$ cat src/rtl/bit_count_unit_pkg.sv
// Shared mode encodings and decode helpers for the EX-stage bit-count unit.
package bit_count_unit_pkg;

  localparam int BCU_MODE_W = 3;

  typedef logic [BCU_MODE_W-1:0] bcu_mode_bus_t;

  typedef enum logic [BCU_MODE_W-1:0] {
    BCU_MODE_CLZ    = 3'd0,
    BCU_MODE_CLO    = 3'd1,
    BCU_MODE_CTZ    = 3'd2,
    BCU_MODE_CTO    = 3'd3,
    BCU_MODE_POPCNT = 3'd4
  } bcu_mode_e;

  localparam bcu_mode_bus_t BCU_MODE_RSVD = 3'd7;

  // funct2 codes issued by the decoder; new codes get mapped here only.
  localparam logic [1:0] FUNCT2_CLZ = 2'b00;
  localparam logic [1:0] FUNCT2_CLO = 2'b01;

  function automatic bcu_mode_bus_t bcu_decode_funct2(input logic [1:0] funct2);
    case (funct2)
      FUNCT2_CLZ: return BCU_MODE_CLZ;
      FUNCT2_CLO: return BCU_MODE_CLO;
      default:    return BCU_MODE_RSVD;
    endcase
  endfunction

  function automatic logic bcu_mode_inverts(input bcu_mode_bus_t m);
    return (m == BCU_MODE_CLO) || (m == BCU_MODE_CTO);
  endfunction

  function automatic logic bcu_mode_reverses(input bcu_mode_bus_t m);
    return (m == BCU_MODE_CTZ) || (m == BCU_MODE_CTO);
  endfunction

  // CLZ/CLO/CTZ/CTO all reduce to a leading-zero count after normalisation.
  function automatic logic bcu_mode_counts_lead(input bcu_mode_bus_t m);
    return (m == BCU_MODE_CLZ) || (m == BCU_MODE_CLO) ||
           (m == BCU_MODE_CTZ) || (m == BCU_MODE_CTO);
  endfunction

endpackage

$ cat src/rtl/bit_count_group.sv
// Per-group counters: all-zero flag and leading zeros on the normalised
// slice, population count on the raw slice.
module bit_count_group #(
  parameter int GROUP_W = 8
) (
  input  logic [GROUP_W-1:0]       v_i,
  input  logic [GROUP_W-1:0]       raw_i,
  output logic                     gz_o,
  output logic [$clog2(GROUP_W):0] glz_o,
  output logic [$clog2(GROUP_W):0] gpop_o
);

  localparam int CW = $clog2(GROUP_W) + 1;

  assign gz_o = ~|v_i;

  // Ascending scan: the last hit is the most significant set bit.
  always_comb begin
    glz_o = CW'(GROUP_W);
    for (int i = 0; i < GROUP_W; i++) begin
      if (v_i[i]) begin
        glz_o = CW'(GROUP_W - 1 - i);
      end
    end
  end

  always_comb begin
    gpop_o = '0;
    for (int i = 0; i < GROUP_W; i++) begin
      gpop_o = gpop_o + CW'(raw_i[i]);
    end
  end

endmodule

$ cat src/rtl/bit_count_unit.sv
// Two-stage CLZ/CLO/CTZ/CTO/POPCNT unit with valid/ready on both sides,
// a pass-through tag and a pipeline flush.
module bit_count_unit
  import bit_count_unit_pkg::*;
#(
  parameter int DATA_W  = 32,
  parameter int GROUP_W = 8,
  parameter int TAG_W   = 5
) (
  input  logic              clk,
  input  logic              rst,
  input  logic              flush,
  input  logic              in_valid,
  output logic              in_ready,
  input  logic [2:0]        in_mode,
  input  logic [DATA_W-1:0] in_operand,
  input  logic [TAG_W-1:0]  in_tag,
  output logic              out_valid,
  input  logic              out_ready,
  output logic [DATA_W-1:0] out_result,
  output logic [TAG_W-1:0]  out_tag
);

  localparam int G  = DATA_W / GROUP_W;
  localparam int CW = $clog2(GROUP_W) + 1;
  localparam int RW = $clog2(DATA_W) + 1;

  logic                    adv1;
  logic                    adv2;
  logic [DATA_W-1:0]       op_inv;
  logic [DATA_W-1:0]       op_rev;
  logic [DATA_W-1:0]       v;
  logic [G-1:0]            gz;
  logic [G-1:0][CW-1:0]    glz;
  logic [G-1:0][CW-1:0]    gpop;

  logic                    s1_valid_q;
  bcu_mode_bus_t           s1_mode_q;
  logic [TAG_W-1:0]        s1_tag_q;
  logic [G-1:0]            s1_gz_q;
  logic [G-1:0][CW-1:0]    s1_glz_q;
  logic [G-1:0][CW-1:0]    s1_gpop_q;

  logic                    s2_valid_q;
  logic [RW-1:0]           s2_result_q;
  logic [TAG_W-1:0]        s2_tag_q;

  logic [RW-1:0]           pop_sum;
  logic [RW-1:0]           lead_cnt;
  logic [RW-1:0]           s2_result_d;

  assign adv2     = !s2_valid_q || out_ready;
  assign adv1     = !s1_valid_q || adv2;
  assign in_ready = adv1;

  // Every counting mode is turned into a leading-zero search on v.
  assign op_inv = bcu_mode_inverts(in_mode) ? ~in_operand : in_operand;

  generate
    for (genvar gi = 0; gi < DATA_W; gi++) begin : g_rev
      assign op_rev[gi] = op_inv[DATA_W-1-gi];
    end
  endgenerate

  assign v = bcu_mode_reverses(in_mode) ? op_rev : op_inv;

  // Group 0 is the most significant slice of v.
  generate
    for (genvar gi = 0; gi < G; gi++) begin : g_grp
      bit_count_group #(
        .GROUP_W (GROUP_W)
      ) u_grp (
        .v_i    (v[DATA_W-1-gi*GROUP_W -: GROUP_W]),
        .raw_i  (in_operand[DATA_W-1-gi*GROUP_W -: GROUP_W]),
        .gz_o   (gz[gi]),
        .glz_o  (glz[gi]),
        .gpop_o (gpop[gi])
      );
    end
  endgenerate

  always_ff @(posedge clk) begin
    if (!rst) begin
      s1_valid_q <= 1'b0;
      s1_mode_q  <= '0;
      s1_tag_q   <= '0;
      s1_gz_q    <= '0;
      s1_glz_q   <= '0;
      s1_gpop_q  <= '0;
    end else if (flush) begin
      s1_valid_q <= 1'b0;
    end else if (adv1) begin
      s1_valid_q <= in_valid;
      if (in_valid) begin
        s1_mode_q <= in_mode;
        s1_tag_q  <= in_tag;
        s1_gz_q   <= gz;
        s1_glz_q  <= glz;
        s1_gpop_q <= gpop;
      end
    end
  end

  always_comb begin
    pop_sum = '0;
    for (int i = 0; i < G; i++) begin
      pop_sum = pop_sum + RW'(s1_gpop_q[i]);
    end
  end

  // Descending scan so the lowest-index non-zero group wins.
  always_comb begin
    lead_cnt = RW'(DATA_W);
    for (int i = G - 1; i >= 0; i--) begin
      if (!s1_gz_q[i]) begin
        lead_cnt = RW'(i * GROUP_W) + RW'(s1_glz_q[i]);
      end
    end
  end

  always_comb begin
    s2_result_d = '0;
    if (s1_mode_q == BCU_MODE_POPCNT) begin
      s2_result_d = pop_sum;
    end else if (bcu_mode_counts_lead(s1_mode_q)) begin
      s2_result_d = lead_cnt;
    end
  end

  always_ff @(posedge clk) begin
    if (!rst) begin
      s2_valid_q  <= 1'b0;
      s2_result_q <= '0;
      s2_tag_q    <= '0;
    end else if (flush) begin
      s2_valid_q <= 1'b0;
    end else if (adv2) begin
      s2_valid_q <= s1_valid_q;
      if (s1_valid_q) begin
        s2_result_q <= s2_result_d;
        s2_tag_q    <= s1_tag_q;
      end
    end
  end

  assign out_valid  = s2_valid_q;
  assign out_result = DATA_W'(s2_result_q);
  assign out_tag    = s2_tag_q;

endmodule

$ cat config.mk
export PLATFORM = sky130hd
export DESIGN_NAME = bit_count_unit
export DESIGN_NICKNAME = d
export VERILOG_FILES = /design/src/rtl/bit_count_unit_pkg.sv /design/src/rtl/bit_count_group.sv /design/src/rtl/bit_count_unit.sv
export SDC_FILE = /design/constraint.sdc
export NUM_CORES = 1
export LEC_CHECK = 0
export CAP_MARGIN = 15
export CORE_MARGIN = 4
export CORE_UTILIZATION = 60
export DETAILED_ROUTE_END_ITERATION = 6
export DONT_BUFFER_PORTS = 1
export PLACE_DENSITY = 0.83
export SLEW_MARGIN = 20
export SYNTH_ARGS = -nofsm -noshare
export SYNTH_HDL_FRONTEND = slang
export SYNTH_SLANG_ARGS = --single-unit
export TNS_END_PERCENT = 10
$ cat constraint.sdc
create_clock -name clk -period 3 [get_ports clk]
set_input_delay 0.15 -clock clk [delete_from_list [all_inputs] [get_ports clk]]
set_output_delay 0.15 -clock clk [all_outputs]
set_load 0.02 [all_outputs]
==> impl_metrics.ini <==
[final_layout]
multiInputGateArea_um2 = 3190
fin_cells = 699
layout_commonest_cell = a21oi_1
fillerInstances = 695
fin_nets = 678
layout_common_cells = 62 x a21oi_1, 61 x nand2_1, 60 x inv_1
drive_gt1_share_pct = 5.86
antenna_cells_inserted = 0
seq_area_um2 = 1140
flow.area_growth_from_synthesis_pct = 4.87

[clock_tree]
cts_buffers = 9
cts_tree = yes
clk_path_buf_depth = 2
cts-resized-gates = 0
cts_max_level = 3
clock_transition_time_at_the_flip_flop_clock_pins_of_the_worst_setup_and_hold_paths_ns = 0.07
numClockSinks = 57
cts.repair_timing.setup_buffer_count = 0
root_buffer = clkbuf_8
insertion_delay_ns = 0.34

[routing]
detailedRoute.firstIterationViolations = 267
via_count = 4010
antenna_left = 0
post_drt_wl_per_cell_um = 16.5
finalWirelength_um = 11500
drt_pass1_iterations = 5
detail_route.drc_violations = 0
vias_per_cell = 5.74

[setup_path]
worstPathCellList = inv_1 -> fa_1 -> fa_1 -> inv_1 -> ha_1 -> a21o_1 -> a21oi_1 -> xnor2_1 -> nand2_1 -> a311oi_1
path_class = register to register
crit_path_end_kind = register
worst_path_max_delay_cell = fa_1
setup.worst_path.start_class = register
critical_path_peak_fanout = 2
arrival_ns = 2.96
worst_path_largest_cell_delay_ns = 0.58
reg2reg_slack_ns = 0.28
critPathRequiredTime_ns = 3.24

[synthesis]
synthCells = 602
post_synth_edffs = 0
synth.mux.area_fraction_pct = 2.07
area_share_of_xor_xnor_cells_in_the_synthesized_design_pct = 5.80
mappedNetlistArea_um2 = 4830
synth_top_family_by_area = compound AO/OA/AOI/OAI gates
synthSimpleGateAreaFrac_pct = 19.5
synth_flop_cell = dfxtp_1
ys_types = 54
synthesis.yosys.warnings = 0
synth_compound_gate_area_share_pct = 22.1
synth_adder_area_share_pct = 14.3
synth-async-reset-ratio_pct = 0
seq_area_frac_synth_pct = 23.6
register_bit_count_reported_by_yosys = 57
synthesis.area_per_instance_um2 = 8.03

[timing]
min_period_ns = 2.72
hold_ws_ns = 0.0409
fmaxAchievable_mhz = 368
max-slew-margin-rel_pct = 56.7
worst_margin_slew_ns = 0.648
finalSetupTns_ns = 0
clock-skew-final_ns = 0.00768
final_max_slew_viol_count = 0
post-route-worst-setup-slack_ns = 0.281
final_hold_fails = 0
final-setup-viol-count = 0
rsz0062_at_grt = false
finalCritPeriodShare_pct = 90.6

[place]
detailed_place_hpwl_um = 8810
io_buffer_count = 0
gp_congestion = 0.881
placed_cells_incl_taps = 672
post-place-ws_ns = 0.286

[floorplan]
fp-row-count = 32
die_area_um2 = 9550
die_y_um = 97.7
coreArea_um2 = 7770
top_level_ports = 84
floorplan.initialDensity_pct = 62.2
die_w_um = 97.7

[flow_run]
max_cap_violations = 0

[power_and_ir_drop]
power.ir.vdd_worst_uv = 228
pwr_density_cell_nw_per_um2 = 441
static-leakage-power_nw = 2.03

[global_routing]
first_global_vias = 3919
overall_fraction_of_global_route_tracks_in_use_pct = 24.2
wire_length_of_the_first_global_routing_pass_um = 18800
gr-total-overflow = 0
maximum_number_of_pins_on_one_net_before_global_route_repair = 68
antenna_violations_before_repair = 0

[status]
run_status = complete, no violations

[worst_hold_path]
timing.hold.worst.class = input port to register
==> cell families (layout without fill, tap and decap cells) <==
group / count (synthesis) / after routing
AO/OA/AOI/OAI: 152 / 152
adder cells (fa/ha/maj): 41 / 41
multiplexers: 10 / 10
buffers and inverters: 123 / 93
other: 1 / 26
flip-flops: 57 / 57
AND/OR/NAND/NOR: 186 / 186
XOR/XNOR: 32 / 32
==> stage by stage <==
stage                     util, %  power [W]  area (um^2)
after CTS                    65.2    0.00225         5070
final                        65.2    0.00224         5070
after global routing         65.2    0.00236         5070
after floorplan                 -    0.00136         4930
after global placement       60.9    0.00139         4730
after detailed placement     60.9    0.00143         4730
==> power breakdown <==
part	switching (W)	internal (W)
clock network	0.000300	0.000510
registers	0.0000260	0.000789
logic	0.000339	0.000271
==> metal layers <==
metal | track usage, % | up-vias | part of all wire (%)
met5 | 0 | - | 0
met4 | 10.6 | 0 | 2.6
met3 | 5.71 | 25 | 9.0
met2 | 39.0 | 157 | 47
met1 | 31.1 | 1867 | 42
li1 | - | 1961 | -
==> final cells by class <==
class	instances	area share (%)
Timing Repair Buffer	17	3.06
Inverter	60	4.44
Tap cell	102	2.52
Multi-Input combinational cell	447	62.9
Clock buffer	11	2.99
Clock inverter	5	1.53
Sequential cell	57	22.5
==> sequential cells by signal (all words and copies together), names as in the netlist <==
signal,count
s1_gpop_q,16
out_valid,1
s1_glz_q,16
s1_mode_q,3
s1_gz_q,4
s1_tag_q,5
out_tag,5
s2_result_q,6
s1_valid_q,1
==> worst max-delay path, delay by kind of cell, from the launching register on <==
family          cells  cell delay [ns]
buf+inv             2             0.12
xor+xnor            1             0.13
fa+ha+maj           3             1.36
compound gates      3             0.61
simple gates        1             0.07
flops               1             0.34
==> path summary, 6_finish.rpt <==
check        depth (start not counted)           from             end
max reg2reg                         10   s1_gpop_q[2]  s2_result_q[4]
min reg2reg                          2  s1_gpop_q[15]   s1_gpop_q[15]
min                                  3      out_ready       out_valid
max                                 10   s1_gpop_q[2]  s2_result_q[4]
==> what timing repair did <==
item | CTS | global route
hold buffers | 11 | 0
hold endpoints to repair | 18 | 0
endpoints found under the setup margin | 0 | 0
==> synth_stat cells (6+ instances only) <==
master / n / area (um^2)
nor3b_1: 6 / 45.0
nand3b_1: 7 / 52.6
ha_1: 17 / 213
dfxtp_1: 57 / 1140
and2_1: 9 / 56.3
o211ai_1: 6 / 45.0
o21ai_0: 12 / 60.1
nand3_1: 11 / 55.1
buf_4: 34 / 255
fa_1: 24 / 480
buf_2: 7 / 35.0
clkbuf_1: 19 / 71.3
and3b_1: 11 / 96.3
a211oi_1: 11 / 82.6
nor2_1: 39 / 146
mux2i_1: 10 / 100
a21oi_1: 62 / 310
xnor2_1: 30 / 263
nand2_1: 61 / 229
nor2b_1: 23 / 144
o32ai_1: 9 / 78.8
o22a_1: 9 / 78.8
inv_1: 60 / 225
nand2b_1: 8 / 50.1
Note: power is estimated with default switching activity, not from simulation.
